`config.mk`:
```
export PLATFORM = sky130hd
export DESIGN_NAME = tdm_demux
export DESIGN_NICKNAME = d
export VERILOG_FILES = /design/src/rtl/tdm_demux.sv
export SDC_FILE = /design/constraint.sdc
export NUM_CORES = 1
export LEC_CHECK = 0
export CAP_MARGIN = 5
export CORE_ASPECT_RATIO = 0.9
export CORE_UTILIZATION = 30
export DETAILED_ROUTE_END_ITERATION = 10
export MAX_ROUTING_LAYER = met4
export SLEW_MARGIN = 20
export SYNTH_ARGS = -nofsm -noshare
export SYNTH_HDL_FRONTEND = slang
export SYNTH_SLANG_ARGS = --single-unit
```
`constraint.sdc`:
```
create_clock -name clk -period 4.99 [get_ports clk]
set_input_delay 0.7485 -clock clk [delete_from_list [all_inputs] [get_ports clk]]
set_output_delay 0.7485 -clock clk [all_outputs]
set_load 0.03 [all_outputs]
```
`src/rtl/tdm_demux.sv`:
```
// tdm_demux: receive side of a serial TDM link.
// Hunts for the frame-sync marker, then deserializes NCH slots of W bits,
// MSB first, into per-channel parallel registers with a one-cycle strobe.
// A missing marker at a frame boundary drops lock; a marker anywhere else
// realigns immediately and discards the partial slot.
module tdm_demux #(
  parameter int NCH = 4,
  parameter int W   = 8
) (
  input  logic             clk,
  input  logic             reset,
  input  logic             en,
  input  logic             din,
  input  logic             fsync,
  output logic [NCH*W-1:0] ch_data,
  output logic [NCH-1:0]   ch_valid,
  output logic             frame_done,
  output logic             locked,
  output logic             sync_err
);

  localparam int BW = $clog2(W);
  localparam int SW = $clog2(NCH);
  localparam logic [BW-1:0] BIT_LAST  = BW'(W - 1);
  localparam logic [SW-1:0] SLOT_LAST = SW'(NCH - 1);

  typedef enum logic [0:0] {
    ST_HUNT   = 1'b0,
    ST_LOCKED = 1'b1
  } state_t;

  state_t            state_r, state_s;
  logic [BW-1:0]     bit_cnt_r, bit_cnt_s;
  logic [SW-1:0]     slot_cnt_r, slot_cnt_s;
  // Only W-1 bits need storing: the last bit of a slot arrives on din.
  logic [W-2:0]      shift_r, shift_s;
  logic [W-1:0]      word_s;
  logic [NCH*W-1:0]  ch_data_r, ch_data_s;
  logic [NCH-1:0]    ch_valid_r, ch_valid_s;
  logic              frame_done_r, frame_done_s;
  logic              sync_err_r, sync_err_s;
  logic              locked_r;

  // Next-state, counter, shift and output-pulse logic for one clock.
  always_comb begin
    state_s      = state_r;
    bit_cnt_s    = bit_cnt_r;
    slot_cnt_s   = slot_cnt_r;
    shift_s      = shift_r;
    ch_data_s    = ch_data_r;
    ch_valid_s   = '0;
    frame_done_s = 1'b0;
    sync_err_s   = 1'b0;
    word_s       = {shift_r, din};
    if (en) begin
      case (state_r)
        ST_HUNT: begin
          if (fsync) begin
            shift_s    = word_s[W-2:0];
            bit_cnt_s  = BW'(1);
            slot_cnt_s = '0;
            state_s    = ST_LOCKED;
          end else begin
            state_s = ST_HUNT;
          end
        end
        ST_LOCKED: begin
          if ((bit_cnt_r == '0) && (slot_cnt_r == '0)) begin
            // Frame boundary: the marker is mandatory here.
            if (fsync) begin
              shift_s   = word_s[W-2:0];
              bit_cnt_s = BW'(1);
            end else begin
              sync_err_s = 1'b1;
              bit_cnt_s  = '0;
              slot_cnt_s = '0;
              state_s    = ST_HUNT;
            end
          end else if (fsync) begin
            // Marker arrived early: drop the partial slot and realign on it.
            sync_err_s = 1'b1;
            shift_s    = word_s[W-2:0];
            bit_cnt_s  = BW'(1);
            slot_cnt_s = '0;
          end else begin
            shift_s = word_s[W-2:0];
            if (bit_cnt_r == BIT_LAST) begin
              ch_data_s[slot_cnt_r*W +: W] = word_s;
              ch_valid_s[slot_cnt_r]       = 1'b1;
              bit_cnt_s                    = '0;
              if (slot_cnt_r == SLOT_LAST) begin
                frame_done_s = 1'b1;
                slot_cnt_s   = '0;
              end else begin
                slot_cnt_s = slot_cnt_r + SW'(1);
              end
            end else begin
              bit_cnt_s = bit_cnt_r + BW'(1);
            end
          end
        end
        default: begin
          state_s    = ST_HUNT;
          bit_cnt_s  = '0;
          slot_cnt_s = '0;
        end
      endcase
    end else begin
      state_s = state_r;
    end
  end

  // State and output registers; reset clears everything back to HUNT.
  always_ff @(posedge clk) begin
    if (reset) begin
      state_r      <= ST_HUNT;
      bit_cnt_r    <= '0;
      slot_cnt_r   <= '0;
      shift_r      <= '0;
      ch_data_r    <= '0;
      ch_valid_r   <= '0;
      frame_done_r <= 1'b0;
      sync_err_r   <= 1'b0;
      locked_r     <= 1'b0;
    end else begin
      state_r      <= state_s;
      bit_cnt_r    <= bit_cnt_s;
      slot_cnt_r   <= slot_cnt_s;
      shift_r      <= shift_s;
      ch_data_r    <= ch_data_s;
      ch_valid_r   <= ch_valid_s;
      frame_done_r <= frame_done_s;
      sync_err_r   <= sync_err_s;
      locked_r     <= (state_s == ST_LOCKED);
    end
  end

  assign ch_data    = ch_data_r;
  assign ch_valid   = ch_valid_r;
  assign frame_done = frame_done_r;
  assign sync_err   = sync_err_r;
  assign locked     = locked_r;

endmodule

```
==> impl_metrics.tcl, run 1 <==
set metrics [dict create \
    synth_fp_nets 239 \
    preCtsSetupSlack_ps 2200 \
    grt_remaining_overflow 0 \
    crit_path_top_delay_cell "sky130_fd_sc_hd__dfxtp_1" \
    synth-seq-area-share 0.481 \
    startpoint "slot_cnt_r[0]" \
    firstDrtPassIters 4 \
    rr_endpoint "ch_data[5]" \
    timing.fmax_mhz 358 \
    result_of_the_run "complete, no violations" \
    grt_pass1_wl_um 7770 \
    die_area_um2 7280 \
    period_minus_slack_ps 2790 \
    arrival_ps 3020 \
    first_global_vias 1577 \
    cts.reportedPaths.clkPinSlew_ps 90 \
    cts_setup_buffers 0 \
    antenna_diode_instance_count 0 \
    floorplan.initialDensity 0.313 \
    timing.max_cap.violations 0 \
    wl_um 4630 \
    clock_power_share 0.358 \
    finalSetupTns_ps 0 \
    timing_hold_violations_final 0 \
    setup.worst_path.end "ch_data[5]" \
    drv_slew 0 \
    synth.distinct_cells 33 \
    grt_antenna_before_repair 0 \
    num-nets-final 277 \
    post_route_worst_setup_slack_ps 2200 \
    slew_headroom 0.433 \
    clk_latency_ps 300 \
    drt_first_iter_violations 92 \
    power.switching_mw 0.161 \
    final.period_utilization 0.559 \
    path_cells "inv_1 -> ha_1 -> and3b_1 -> inv_1 -> ha_1 -> and4_1 -> and2_1 -> nand3_1 -> a21oi_1" \
    cts_resized 0 \
    num_vias 1655 \
    cp-end-kind "flop" \
    cellPowerDensity_nw_per_um2 254 \
    detail_route.vias_per_cell 4.72 \
    synth_seq_cells 50 \
    final.fill_count 668 \
    finClkSkew_ps 8.42 \
    ant_nets 0 \
    hold_path_startpoint "ch_data[1]" \
    fp.coreArea_um2 6660 \
    final_cell_mix "50 x sky130_fd_sc_hd__dfxtp_1, 42 x sky130_fd_sc_hd__clkdlybuf4s50_1, 21 x sky130_fd_sc_hd__nand2_1" \
    multi_input_comb_area_um2 993 \
    grt.met2_usage 0.202 \
    irDropWorstVdd_mv 0.113 \
    layout-drive-gt1-share 0.0651 \
    worst-r2r-cell-count 9 \
    groute.layer.met1.usage 0.190 \
    p_seq_frac 0.598 \
    tritoncts_clock_tree "built" \
    worst_hold_path_type "flop to flop" \
    gr-usage-all-layers 0.140 \
    routedWlPerCell_um 13.2 \
    instances_no_fill 351 \
    finalHoldWorstSlack_ps 461 \
    worstSetupPathType "flop to flop" \
    worstReg2RegStart "slot_cnt_r[0]" \
    synth-warning-count 0 \
    biggest_fanout_along_the_worst_timing_path 16 \
    power.internal_mw 0.514 \
    cts_made_buffers 5 \
    gp_congestion 0.847 \
    fp.dieH_um 81.0 \
    cts_hold_buffers 0 \
    placed_cells_incl_taps 343 \
    power.share.combinational 0.044 \
    clk_path_buf_depth 2 \
    netlist_instances 222 \
    num_rows 28 \
    timing_worst_slew_pin_value_ps 849 \
    die_w_um 89.8 \
    h-tree-depth 2 \
    switching_share 0.238 \
    drcViolationCount 0 \
    top_usage_layer "met2" \
    grt_max_degree 34 \
    hpwlAfterDp_um 3300 \
    final-seq-area_um2 1000 \
    total_leakage_power_nw 0.916 \
    master_cell_of_the_clock_root_buffer "sky130_fd_sc_hd__clkbuf_8" \
    worst-endpoint-required_ps 5220 \
    portBuffers 43 \
    io-pin-count 44 \
    most_frequent_standard_cell_in_the_layout_excluding_fill_and_tap_cells "sky130_fd_sc_hd__dfxtp_1" \
    cts.sink_count 50 \
    mappedNetlistArea_um2 2080 \
    area_delta_synth_final_pct 27.6 \
    startpoint_type "flop" \
    reg2reg_slack_ps 2200 \
    use_met3 0.0337 \
    mean_syn_cell_area_um2 9.38 \
    setup_viol 0 \
    critical_path.max_stage_delay_ps 560 \
    unrepaired_setup_endpoints_after_global_routing "false" \
]
## layout make-up
type,instances,area share
sequential,50,0.377
inverter,6,0.00848
clock buffer,5,0.0259
timing repair buffer,44,0.163
tap,90,0.0424
multi-input combinational,153,0.374
clock inverter,3,0.00942
## worst max-delay path: cells and delay by family, from the launching register on
kind	cells	cell delay, ps
and+or+nand+nor	4	1280
DFF	1	560
adders and majority gates	2	460
buffers and inverters	2	270
AOI/OAI and AO/OA	1	160
## kinds of logic (layout without fill, tap and decap cells)
kind of cell	Yosys count	in the layout	synth area share
buf+inv	19	58	0.0421
mux	7	7	0.0337
simple gates	92	92	0.240
fa+ha+maj	12	12	0.0721
flops	50	50	0.481
compound gates	42	42	0.132
## power by group through the flow
stage | Sequential (mW) | Clock [mW] | Combinational [mW]
4_1_cts | 0.404 | 0.250 | 0.0308
3_5_place_dp | 0.413 | 0 | 0.0308
3_3_place_gp | 0.413 | 0 | 0.0303
2_1_floorplan | 0.413 | 0 | 0.0189
5_1_grt | 0.404 | 0.270 | 0.0329
6_report | 0.404 | 0.241 | 0.0298
## how the worst min path moves through the flow
stage,to,slack (ps),depth (start not counted)
final,ch_data[1],460,2
after global routing,ch_data[2],490,2
after global placement,ch_data[5],450,2
after CTS,ch_data[2],460,2
after floorplan,bit_cnt_r[1],450,2
after detailed placement,ch_data[22],450,2
## synthesized netlist by cell type
| cell | number | area [um^2] |
|---|---|---|
| sky130_fd_sc_hd__nor2_1 | 18 | 67.6 |
| sky130_fd_sc_hd__o31ai_1 | 1 | 7.51 |
| sky130_fd_sc_hd__inv_1 | 6 | 22.5 |
| sky130_fd_sc_hd__a221oi_1 | 1 | 8.76 |
| sky130_fd_sc_hd__a21oi_1 | 20 | 100 |
| sky130_fd_sc_hd__nor3b_1 | 2 | 15.0 |
| sky130_fd_sc_hd__nand2_2 | 2 | 12.5 |
| sky130_fd_sc_hd__nor4bb_1 | 1 | 10.0 |
| sky130_fd_sc_hd__and2_1 | 6 | 37.5 |
| sky130_fd_sc_hd__nand4_1 | 8 | 50.1 |
| sky130_fd_sc_hd__o21ba_2 | 1 | 10.0 |
| sky130_fd_sc_hd__nand3_1 | 12 | 60.1 |
| sky130_fd_sc_hd__nor2b_1 | 3 | 18.8 |
| sky130_fd_sc_hd__a221oi_2 | 1 | 15.0 |
| sky130_fd_sc_hd__nand2b_1 | 9 | 56.3 |
| sky130_fd_sc_hd__and4_1 | 1 | 8.76 |
| sky130_fd_sc_hd__mux2i_1 | 7 | 70.1 |
| sky130_fd_sc_hd__clkbuf_1 | 6 | 22.5 |
| sky130_fd_sc_hd__nor4b_1 | 1 | 8.76 |
| sky130_fd_sc_hd__nor3b_2 | 2 | 25.0 |
| sky130_fd_sc_hd__ha_1 | 12 | 150 |
| sky130_fd_sc_hd__a22oi_1 | 16 | 120 |
| sky130_fd_sc_hd__nor4_1 | 1 | 6.26 |
| sky130_fd_sc_hd__and3_1 | 2 | 12.5 |
| sky130_fd_sc_hd__buf_2 | 4 | 20.0 |
| sky130_fd_sc_hd__nor4b_2 | 1 | 15.0 |
| sky130_fd_sc_hd__and3b_1 | 1 | 8.76 |
| sky130_fd_sc_hd__nand2_1 | 21 | 78.8 |
| sky130_fd_sc_hd__dfxtp_1 | 50 | 1000 |
| sky130_fd_sc_hd__o21a_1 | 1 | 7.51 |
| sky130_fd_sc_hd__buf_4 | 3 | 22.5 |
| sky130_fd_sc_hd__o21ai_0 | 1 | 5.00 |
| sky130_fd_sc_hd__nand3b_1 | 1 | 7.51 |
## registers in the layout, summed over array words and instances, names as in the netlist
signal and count:
locked 1, sync_err 1, ch_valid 4, slot_cnt_r 2
ch_data 32, shift_r 7, bit_cnt_r 3
## layer usage
layer	vias to the layer above	wire length (um)
li1	853	-
met3	6	213
met5	-	0
met4	0	61
met2	49	1930
met1	747	2430
## metrics by stage
stage	util	instance area (um^2)	total power, mW
floorplan	-	2080	0.432
CTS	0.400	2660	0.685
finish	0.399	2660	0.675
global route	0.399	2660	0.707
global placement	0.386	2570	0.443
detailed placement	0.386	2570	0.444
(Power assumes the default switching activity.)
==> run 2, diff against run 1 <==
clock period = 2.2 ns   (was 4.99 ns; I/O delays follow)
==> impl_metrics.tcl, run 2 (same netlist as run 1, synthesis figures left out) <==
set metrics [dict create \
    grt_max_degree 50 \
    timing_worst_slew_pin_value_ps 503 \
    master_cell_of_the_clock_root_buffer "sky130_fd_sc_hd__clkbuf_8" \
    final.period_utilization 0.896 \
    result_of_the_run "complete, no violations" \
    die_area_um2 7280 \
    clk_latency_ps 310 \
    finClkSkew_ps 10.6 \
    cts_hold_buffers 0 \
    cp-end-kind "flop" \
    die_w_um 89.8 \
    cts.reportedPaths.clkPinSlew_ps 90 \
    worstSetupPathType "flop to flop" \
    num_rows 28 \
    gp_congestion 0.852 \
    drcViolationCount 0 \
    wl_um 4840 \
    first_global_vias 1619 \
    h-tree-depth 2 \
    total_leakage_power_nw 0.971 \
    startpoint_type "flop" \
    hpwlAfterDp_um 3270 \
    worst_hold_path_type "flop to flop" \
    placed_cells_incl_taps 352 \
    portBuffers 43 \
    ant_nets 0 \
    io-pin-count 44 \
    num-nets-final 286 \
    multi_input_comb_area_um2 1010 \
    biggest_fanout_along_the_worst_timing_path 10 \
    drv_slew 0 \
    arrival_ps 2160 \
    largest_register_ff_count 32 \
    fp.coreArea_um2 6660 \
    slew_headroom 0.664 \
    worstReg2RegStart "bit_cnt_r[0]" \
    cts_made_buffers 5 \
    final-seq-area_um2 1000 \
    worst-endpoint-required_ps 2390 \
    antenna_diode_instance_count 0 \
    hold_path_startpoint "ch_data[6]" \
    reg2reg_slack_ps 230 \
    fp.dieH_um 81.0 \
    firstDrtPassIters 4 \
    grt_antenna_before_repair 0 \
    timing.fmax_mhz 507 \
    clk_path_buf_depth 2 \
    final.fill_count 685 \
    hold_endpoint "ch_data[6]" \
    instances_no_fill 360 \
    final_cell_mix "50 x sky130_fd_sc_hd__dfxtp_1, 43 x sky130_fd_sc_hd__clkdlybuf4s50_1, 20 x sky130_fd_sc_hd__a21oi_1" \
    unrepaired_setup_endpoints_after_global_routing "false" \
    cts.sink_count 50 \
    holdPathStages 2 \
    timing.max_cap.violations 0 \
    num_vias 1729 \
    gr-usage-all-layers 0.147 \
    detail_route.vias_per_cell 4.80 \
    rr_endpoint "ch_data[23]" \
    cellPowerDensity_nw_per_um2 562 \
    drt_first_iter_violations 49 \
    grt_pass1_wl_um 8200 \
    routedWlPerCell_um 13.4 \
    finalSetupTns_ps 0 \
    most_frequent_standard_cell_in_the_layout_excluding_fill_and_tap_cells "sky130_fd_sc_hd__dfxtp_1" \
    grt_remaining_overflow 0 \
    tritoncts_clock_tree "built" \
    area_delta_synth_final_pct 32.2 \
    worst-r2r-cell-count 10 \
    layout-drive-gt1-share 0.115 \
    setup_viol 0 \
    floorplan.initialDensity 0.313 \
    irDropWorstVdd_mv 0.227 \
    period_minus_slack_ps 1970 \
    timing_hold_violations_final 0 \
]
==> run 2: changes by cell type in the layout (fill, tap and decap cells not counted), moves of 2 or more <==
cell	change
sky130_fd_sc_hd__nand2_1	-2
sky130_fd_sc_hd__buf_4	+8
sky130_fd_sc_hd__nand2_2	+2
sky130_fd_sc_hd__and3_1	-2
sky130_fd_sc_hd__and3_2	+2
==> run 2: power breakdown <==
group	total (mW)	internal, mW	switching (mW)
sequential	0.916	0.908	0.00735
combinational	0.0775	0.0350	0.0425
clock	0.554	0.254	0.300
total	1.55	1.20	0.350
==> run 2: final cells by class <==
cell class,count,share of cell area
multi-input cells,153,0.366
flip-flops and latches,50,0.364
repair buffers,53,0.188
well taps,90,0.0409
clock buffers,7,0.0314
inverters,6,0.00819
clock inverters,1,0.00182
==> run 2: worst max-delay path, cell delays in order, from the launching register on <==
cell	delay, ps
sky130_fd_sc_hd__dfxtp_1	390
sky130_fd_sc_hd__inv_1	60
sky130_fd_sc_hd__ha_1	200
sky130_fd_sc_hd__and3b_2	240
sky130_fd_sc_hd__inv_1	60
sky130_fd_sc_hd__ha_1	130
sky130_fd_sc_hd__and4_4	280
sky130_fd_sc_hd__buf_4	190
sky130_fd_sc_hd__nand2_2	130
sky130_fd_sc_hd__nand2_1	110
sky130_fd_sc_hd__a21oi_1	60
==> run 2: worst max path at each step <==
stage,depth (start not counted),end,startpoint,slack (ps)
6_report,10,ch_data[23],bit_cnt_r[0],230
5_1_grt,10,ch_data[23],slot_cnt_r[1],50
4_1_cts,9,ch_data[15],slot_cnt_r[1],130
3_5_place_dp,9,ch_data[15],slot_cnt_r[1],170
3_3_place_gp,9,ch_data[6],slot_cnt_r[1],230
2_1_floorplan,11,ch_data[10],slot_cnt_r[0],20
==> run 2: timing repair <==
item                                   4_1_cts  5_1_grt
buffers inserted                             0        0
resized for setup                            0        8
setup endpoints to repair                    0       32
endpoints found under the hold margin        0        0
==> run 2: per-layer routing <==
layer  up-vias  wire [um]  part of all wire  track usage
met2        49       2020              0.42        0.208
met5         -          0                 0            -
met3        10        221             0.046       0.0346
met1       802       2520              0.52        0.200
li1        868          -                 -            -
met4         0         73             0.015       0.0574
==> run 2: metrics by stage <==
stage / worst slack [ps] / hold WS [ps] / cell area, um^2 / power, mW / util
2_1_floorplan: 22.9 / 449 / 2080 / 0.980 / -
3_3_place_gp: 232 / 450 / 2650 / 1.01 / 0.398
3_5_place_dp: 169 / 449 / 2650 / 1.01 / 0.398
4_1_cts: 134 / 468 / 2740 / 1.56 / 0.411
5_1_grt: 50.9 / 480 / 2750 / 1.61 / 0.413
6_report: 229 / 460 / 2750 / 1.55 / 0.413
==> run 3, diff against run 2 <==
GPL_ROUTABILITY_DRIVEN = 0   (was unset)
==> results of run 3 <==
Final layout, timing and power as in run 2 (identical DEF).
